--- config.mk ---
export PLATFORM = sky130hd
export DESIGN_NAME = clk_gate_ctrl
export DESIGN_NICKNAME = d
export VERILOG_FILES = /design/src/rtl/clk_gate_ctrl.sv
export SDC_FILE = /design/constraint.sdc
export NUM_CORES = 1
export LEC_CHECK = 0
export ABC_AREA = 0
export CAP_MARGIN = 15
export CORE_MARGIN = 1.5
export CORE_UTILIZATION = 40
export DETAILED_ROUTE_END_ITERATION = 12
export PLACE_DENSITY = 0.66
export SLEW_MARGIN = 40
export SYNTH_ARGS = -nofsm -noshare
export SYNTH_HDL_FRONTEND = slang
export SYNTH_SLANG_ARGS = --single-unit
--- constraint.sdc ---
create_clock -name CK -period 4.1 [get_ports CK]
set_clock_uncertainty 0.2 [all_clocks]
set_input_delay 1.025 -clock CK [delete_from_list [all_inputs] [get_ports CK]]
set_output_delay 1.025 -clock CK [all_outputs]
set_load 0.01 [all_outputs]
--- src/rtl/clk_gate_ctrl.sv ---
// Idle-driven enable controller for N clock-gate cells: per-domain OFF/WAKE/ON/HOLD
// FSMs, a round-robin wake arbiter with minimum grant spacing, and a scan force-on.
module clk_gate_ctrl #(
  parameter int N        = 4,
  parameter int IDLE_CYC = 16,
  parameter int WAKE_CYC = 2,
  parameter int GAP_CYC  = 4
) (
  input  logic         CK,
  input  logic         RST,
  input  logic [N-1:0] REQ,
  input  logic         FORCE_ON,
  output logic [N-1:0] E,
  output logic [N-1:0] ACK,
  output logic         BUSY
);

  localparam int CMAX = (IDLE_CYC > WAKE_CYC) ? IDLE_CYC : WAKE_CYC;
  localparam int CW   = $clog2(CMAX + 1);
  localparam int GW   = $clog2(GAP_CYC + 1);
  localparam int PW   = (N > 1) ? $clog2(N) : 1;

  localparam logic [CW-1:0] WAKE_LOAD = CW'(WAKE_CYC - 1);
  localparam logic [CW-1:0] IDLE_LOAD = CW'(IDLE_CYC - 1);
  localparam logic [GW-1:0] GAP_LOAD  = GW'(GAP_CYC - 1);

  typedef enum logic [1:0] {
    ST_OFF  = 2'd0,
    ST_WAKE = 2'd1,
    ST_ON   = 2'd2,
    ST_HOLD = 2'd3
  } dom_state_e;

  dom_state_e    state_q [N];
  dom_state_e    state_d [N];
  logic [CW-1:0] cnt_q   [N];
  logic [CW-1:0] cnt_d   [N];
  logic [GW-1:0] gap_q, gap_d;
  logic [PW-1:0] ptr_q, ptr_d;
  logic [N-1:0]  e_q, e_d;
  logic [N-1:0]  ack_q, ack_d;
  logic [N-1:0]  e_fsm;
  logic [N-1:0]  eligible;
  logic [N-1:0]  grant_oh;
  logic          grant_vld;
  logic [PW-1:0] grant_idx;
  logic          busy;

  // Position 'off' steps after 'base' on the ring; both operands are below N.
  function automatic logic [PW-1:0] rr_index(input logic [PW-1:0] base, input int off);
    int s;
    s = int'(base) + off;
    if (s >= N) s = s - N;
    return PW'(s);
  endfunction

  function automatic logic [PW-1:0] next_ptr(input logic [PW-1:0] idx);
    if (int'(idx) == N - 1) return '0;
    return idx + PW'(1);
  endfunction

  // Wake arbiter: scanned from the far end so the entry nearest ptr wins.
  always_comb begin
    for (int i = 0; i < N; i++) begin
      eligible[i] = (state_q[i] == ST_OFF) && REQ[i];
    end
    grant_vld = 1'b0;
    grant_idx = '0;
    if (gap_q == '0) begin
      for (int off = N - 1; off >= 0; off--) begin
        if (eligible[rr_index(ptr_q, off)]) begin
          grant_vld = 1'b1;
          grant_idx = rr_index(ptr_q, off);
        end
      end
    end
    grant_oh = '0;
    if (grant_vld) grant_oh[grant_idx] = 1'b1;
  end

  always_comb begin
    gap_d = gap_q;
    ptr_d = ptr_q;
    if (grant_vld) begin
      gap_d = GAP_LOAD;
      ptr_d = next_ptr(grant_idx);
    end else if (gap_q != '0) begin
      gap_d = gap_q - GW'(1);
    end
  end

  always_comb begin
    for (int i = 0; i < N; i++) begin
      state_d[i] = state_q[i];
      cnt_d[i]   = cnt_q[i];
      case (state_q[i])
        ST_OFF: begin
          if (grant_oh[i]) begin
            state_d[i] = ST_WAKE;
            cnt_d[i]   = WAKE_LOAD;
          end
        end
        ST_WAKE: begin
          if (cnt_q[i] == '0) state_d[i] = ST_ON;
          else                cnt_d[i]   = cnt_q[i] - CW'(1);
        end
        ST_ON: begin
          if (!REQ[i]) begin
            state_d[i] = ST_HOLD;
            cnt_d[i]   = IDLE_LOAD;
          end
        end
        ST_HOLD: begin
          if (REQ[i])              state_d[i] = ST_ON;
          else if (cnt_q[i] == '0) state_d[i] = ST_OFF;
          else                     cnt_d[i]   = cnt_q[i] - CW'(1);
        end
        default: state_d[i] = ST_OFF;
      endcase
      e_fsm[i] = (state_d[i] != ST_OFF);
      ack_d[i] = (state_d[i] == ST_ON) || (state_d[i] == ST_HOLD);
    end
    e_d = FORCE_ON ? '1 : e_fsm;
  end

  // State register stage: E and ACK are registered from next-state so they
  // change on the same edge as the FSM.
  always_ff @(posedge CK) begin
    if (RST) begin
      for (int i = 0; i < N; i++) begin
        state_q[i] <= ST_OFF;
        cnt_q[i]   <= '0;
      end
      gap_q <= '0;
      ptr_q <= '0;
      e_q   <= '0;
      ack_q <= '0;
    end else begin
      for (int i = 0; i < N; i++) begin
        state_q[i] <= state_d[i];
        cnt_q[i]   <= cnt_d[i];
      end
      gap_q <= gap_d;
      ptr_q <= ptr_d;
      e_q   <= e_d;
      ack_q <= ack_d;
    end
  end

  always_comb begin
    busy = 1'b0;
    for (int i = 0; i < N; i++) begin
      if (state_q[i] != ST_OFF) busy = 1'b1;
    end
  end

  assign E    = e_q;
  assign ACK  = ack_q;
  assign BUSY = busy;

endmodule

# Word level (Yosys, flattened, before mapping)
# Memories as Yosys holds them, arrays and structs flattened.
# Index checks and enable logic that the tools add are counted.
# op_classes
bitwise_logic	8
shift	0
n_addsub	13
n_mux	95
n_lt_le_gt_ge	10
n_reduce_logical	29
div	0
eq_ne	21
mul	0
# ops
op	count
5-bit two-way mux	20
2-bit two-way mux	41
5-bit one-hot mux with 4 select lines	4
2-bit equality test, second input constant	16
2-bit one-hot mux with 4 select lines	4
5-bit zero test	4
5-bit by 1-bit subtractor with 5-bit output, second input constant	4
1-bit two-way mux	19
2-bit nonzero test	9
2-bit by 3-bit < comparator with 1-bit output, second input constant	5
2-bit by 1-bit equality test with 1-bit output, second input constant	5
3-bit greater-or-equal comparator, second input constant	3
1-bit binary-select mux with 2-bit select	4
2-bit zero test	4
4-bit two-way mux	2
1-bit bitwise OR	8
2-bit by 1-bit subtractor with 2-bit output, second input constant	4
2-bit by 2-bit adder with 3-bit output, second input constant	2
1-bit logical AND	5
1-bit logical OR	4
2-bit by 1-bit adder with 3-bit output, second input constant	1
2-bit by 3-bit greater-or-equal comparator with 1-bit output, second input constant	1
3-bit zero test	1
3-bit nonzero test	1
other kinds (5)	5
# word_totals
latch_bits	0
reg_bits	13
ram_bits	28
mem_bits_ro	0
elab_cells	183
mem_count	2
# mem_list
memory	depth	width	rd	rd_clocked_by_memory_dff	wr	line	rtl
cnt_q	4	5	4	0	4	36	logic [CW-1:0] cnt_q [N];
state_q	4	2	4	0	4	34	dom_state_e state_q [N];

# Depth between registers and ports, before layout
# depth
word_depth	20
mapped_depth	14
mapped_depth_nobuf	13

# Worst setup path after synthesis
# No wires, ideal clock.
# synth_path
path_kind	in2reg
start	input REQ[0]
end	memory cnt_q[1][4] in the netlist's numbering
required_time_ns	3.826
path_slack_ns	0.644
path_buffers	1
arrival_ns	3.182
path_stages	12
path_cell_list	or3b_1 -> clkbuf_2 -> nand2_1 -> nand3_1 -> a32o_1 -> o211ai_1 -> ha_1 -> inv_1 -> a211o_1 -> a21o_1 -> or4_1 -> o21ai_0
# synth_lines
element	line	rtl
start, declared	11	input logic [N-1:0] REQ,
end, declared	36	

==> impl_metrics.csv <==
group,metric,value,unit
run_status,status,"finished, final reports clean",
critical_path,worstPathArrival,3.78,ns
clocking,cts.sinks,37,
drt,vias,2347,
grt,grt_first_pass_wirelength,9880,um
clocking,clk_path_buf_depth,2,
floorplanning,ios,16,
drt,wirelength,5690,um
yosys,synthTopCellsByArea,"dfxtp_1, ha_1, o21ai_0, a21oi_1, nor2_1",
placed_design,port_buffers,15,
timing,worst_pin_slew,0.722,ns
timing,drv_slew,0,
clocking,post-cts-setup-buffers,0,
clocking,clkTransAtPathRegs,0.08,ns
clocking,cts_tree,"yes",
yosys,synth_largest_type_area_fraction,29.3,%
placed_design,place_congestion,0.857,
critical_path,crit_path_start_kind,"primary input",
timing,max_slew_margin,51.9,%
grt,antenna_found_initial,0,
critical_path,path_class,"in -> reg",
pwr,p_leak,1.12,nW
finish,drive_above_1_share,6.14,%
run,cap_violations,0,
finish,fillers,636,
finish,final_cells,417,
timing,post-route-period-util,91.6,%
floorplanning,start_util,41.9,%
grt,grt_pass1_vias,2159,
timing,min_period,3.76,ns
clocking,cts.hold.buffers_added,0,
floorplanning,coreArea,0.00603,mm2
yosys,synth_cell_type_count,52,
finish,area_growth,11.7,%
yosys,synth_area,0.00253,mm2
clocking,clkLatencyLatePin,0.29,ns
yosys,synth_area_leader_cell,"dfxtp_1",
floorplanning,num_rows,28,
drt,detail-route-antenna-nets,0,
yosys,synth.net_count,364,
drt,post_drt_wl_per_cell,13.7,um
yosys,synth_cells,328,
critical_path,required,4.13,ns
finish,antenna_cells,0,
grt,grt_overflow,0,
floorplanning,die_w,82.5,um
timing,setup_tns,0,ns
yosys,synth_flop_cell,"dfxtp_1",
clocking,cts_root_buf,"clkbuf_8",
critical_path,path_max_fanout,8,
drt,drt_iter0_drc,102,
grt,grt_usage,18.7,%
floorplanning,dieArea,0.00680,mm2
pwr,vdd_drop_max,0.316,mV
drt,drtPass1Iterations,4,
hold_path,hold_class,"reg -> reg",
drt,viasPerCell,5.63,
pwr,power_density,657,mW/mm2
timing,rsz0062_at_grt,"no",
placed_design,place_hpwl,4050,um
yosys,yosysSeqAreaShare,29.3,%
yosys,synth-edff-count,0,
critical_path,end_kind,"flop",
finish,ff_latch_area,741,um2
timing,setup_violations,0,
grt,grt_max_degree,15,
placed_design,dpl.cell_count,409,
yosys,ys_seq_elements,37,
drt,drc,0,
timing,max_freq,0.266,GHz
timing,finalHoldViolations,0,
clocking,cts_resized,0,
finish,layout_commonest_cell,"nor2_1",
yosys,syn_avg_cell_area,7.70,um2
yosys,yosysWarnings,0,
yosys,async_flop_share,0,%
floorplanning,dieHeight,82.5,um
finish,final_cell_mix,"nor2_1, dfxtp_1, o21ai_0",
finish,layout.nets,377,
finish,multi_input_area,0.00161,mm2
clocking,tritoncts.num_buffers,5,
clocking,cts-htree-levels,2,
through the flow:
stage / worst slack [ns] / cell area (um2) / power, mW / hold WS [ns] / utilization (%)
global placement: 0.144 / 2740 / 1.57 / 0.257 / 45.5
detailed placement: 0.0935 / 2740 / 1.59 / 0.254 / 45.5
CTS: 0.399 / 2820 / 1.86 / 0.268 / 46.8
global route: 0.162 / 2820 / 2.04 / 0.300 / 46.8
finish: 0.345 / 2820 / 1.85 / 0.265 / 46.8
floorplan: 0.644 / 2530 / 1.32 / 0.237 / -
area by class of cell:
type	instances	area share (%)
Clock buffer	6	2.57
Clock inverter	2	0.355
Inverter	28	3.73
Multi-Input combinational cell	249	57.1
Sequential cell	37	26.3
Tap cell	75	3.33
Timing Repair Buffer	20	6.65
power breakdown:
| part | total, mW | switching (mW) | internal (mW) |
|---|---|---|---|
| sequential | 0.567 | 0.112 | 0.455 |
| combinational | 1.03 | 0.584 | 0.445 |
| clock | 0.258 | 0.140 | 0.118 |
| total | 1.85 | 0.836 | 1.02 |
layer usage:
layer | share of wire, % | track usage, %
met4 | 1.0 | 6.27
met1 | 50 | 25.4
met5 | 0 | 0
met2 | 46 | 29.7
met3 | 2.8 | 3.30
cells in the mapped netlist (2+ instances only):
cell type / n
nor2_1: 41
dfxtp_1: 37
o21ai_0: 33
a21oi_1: 31
ha_1: 29
inv_1: 28
nand2_1: 18
nand3_1: 10
clkbuf_1: 9
nor3_1: 9
a211oi_1: 8
o21a_1: 6
a31oi_1: 5
buf_4: 4
nor4_1: 4
o21bai_1: 4
and2_1: 3
nand2b_1: 3
o31ai_1: 3
or4b_2: 3
a211o_1: 2
a21o_1: 2
a2bb2oi_1: 2
a41oi_1: 2
nor2b_1: 2
o211ai_1: 2
o22ai_1: 2
or2_2: 2
worst max-delay path, stage by stage:
cell and delay, ns:
clkdlybuf4s50_1 0.49, or3b_1 0.38, buf_4 0.17, o21a_1 0.18, o211ai_1 0.26, ha_1 0.20, inv_1 0.04, a211o_1 0.24
a21o_1 0.24, or4_1 0.49, o21ai_0 0.08
path summary, 6_finish.rpt:
check / start / to / slack (ns) / depth (start not counted)
max: REQ[0] / cnt_q[1][4] / 0.34 / 11
min: gap_q[0] / gap_q[0] / 0.26 / 1
max reg2reg: state_q[2][0] / cnt_q[1][4] / 0.91 / 12
min reg2reg: gap_q[0] / gap_q[0] / 0.26 / 1
registers in the layout (all words and copies together), names as in the netlist:
| name | cells |
|---|---|
| cnt_q | 20 |
| E | 4 |
| state_q | 7 |
| gap_q | 3 |
| ptr_q | 2 |
| ACK | 1 |
cells by family (layout without fill, tap and decap cells):
| group | after synthesis | count (layout) | synth area share (%) |
|---|---|---|---|
| AOI/OAI and AO/OA | 115 | 115 | 29.2 |
| and+or+nand+nor | 104 | 104 | 19.9 |
| buffers and inverters | 42 | 56 | 6.88 |
| DFF | 37 | 37 | 29.3 |
| adders and majority gates | 29 | 29 | 14.4 |
| xor gates and xnor gates | 1 | 1 | 0.347 |
Power figures use the tool's default switching activity.
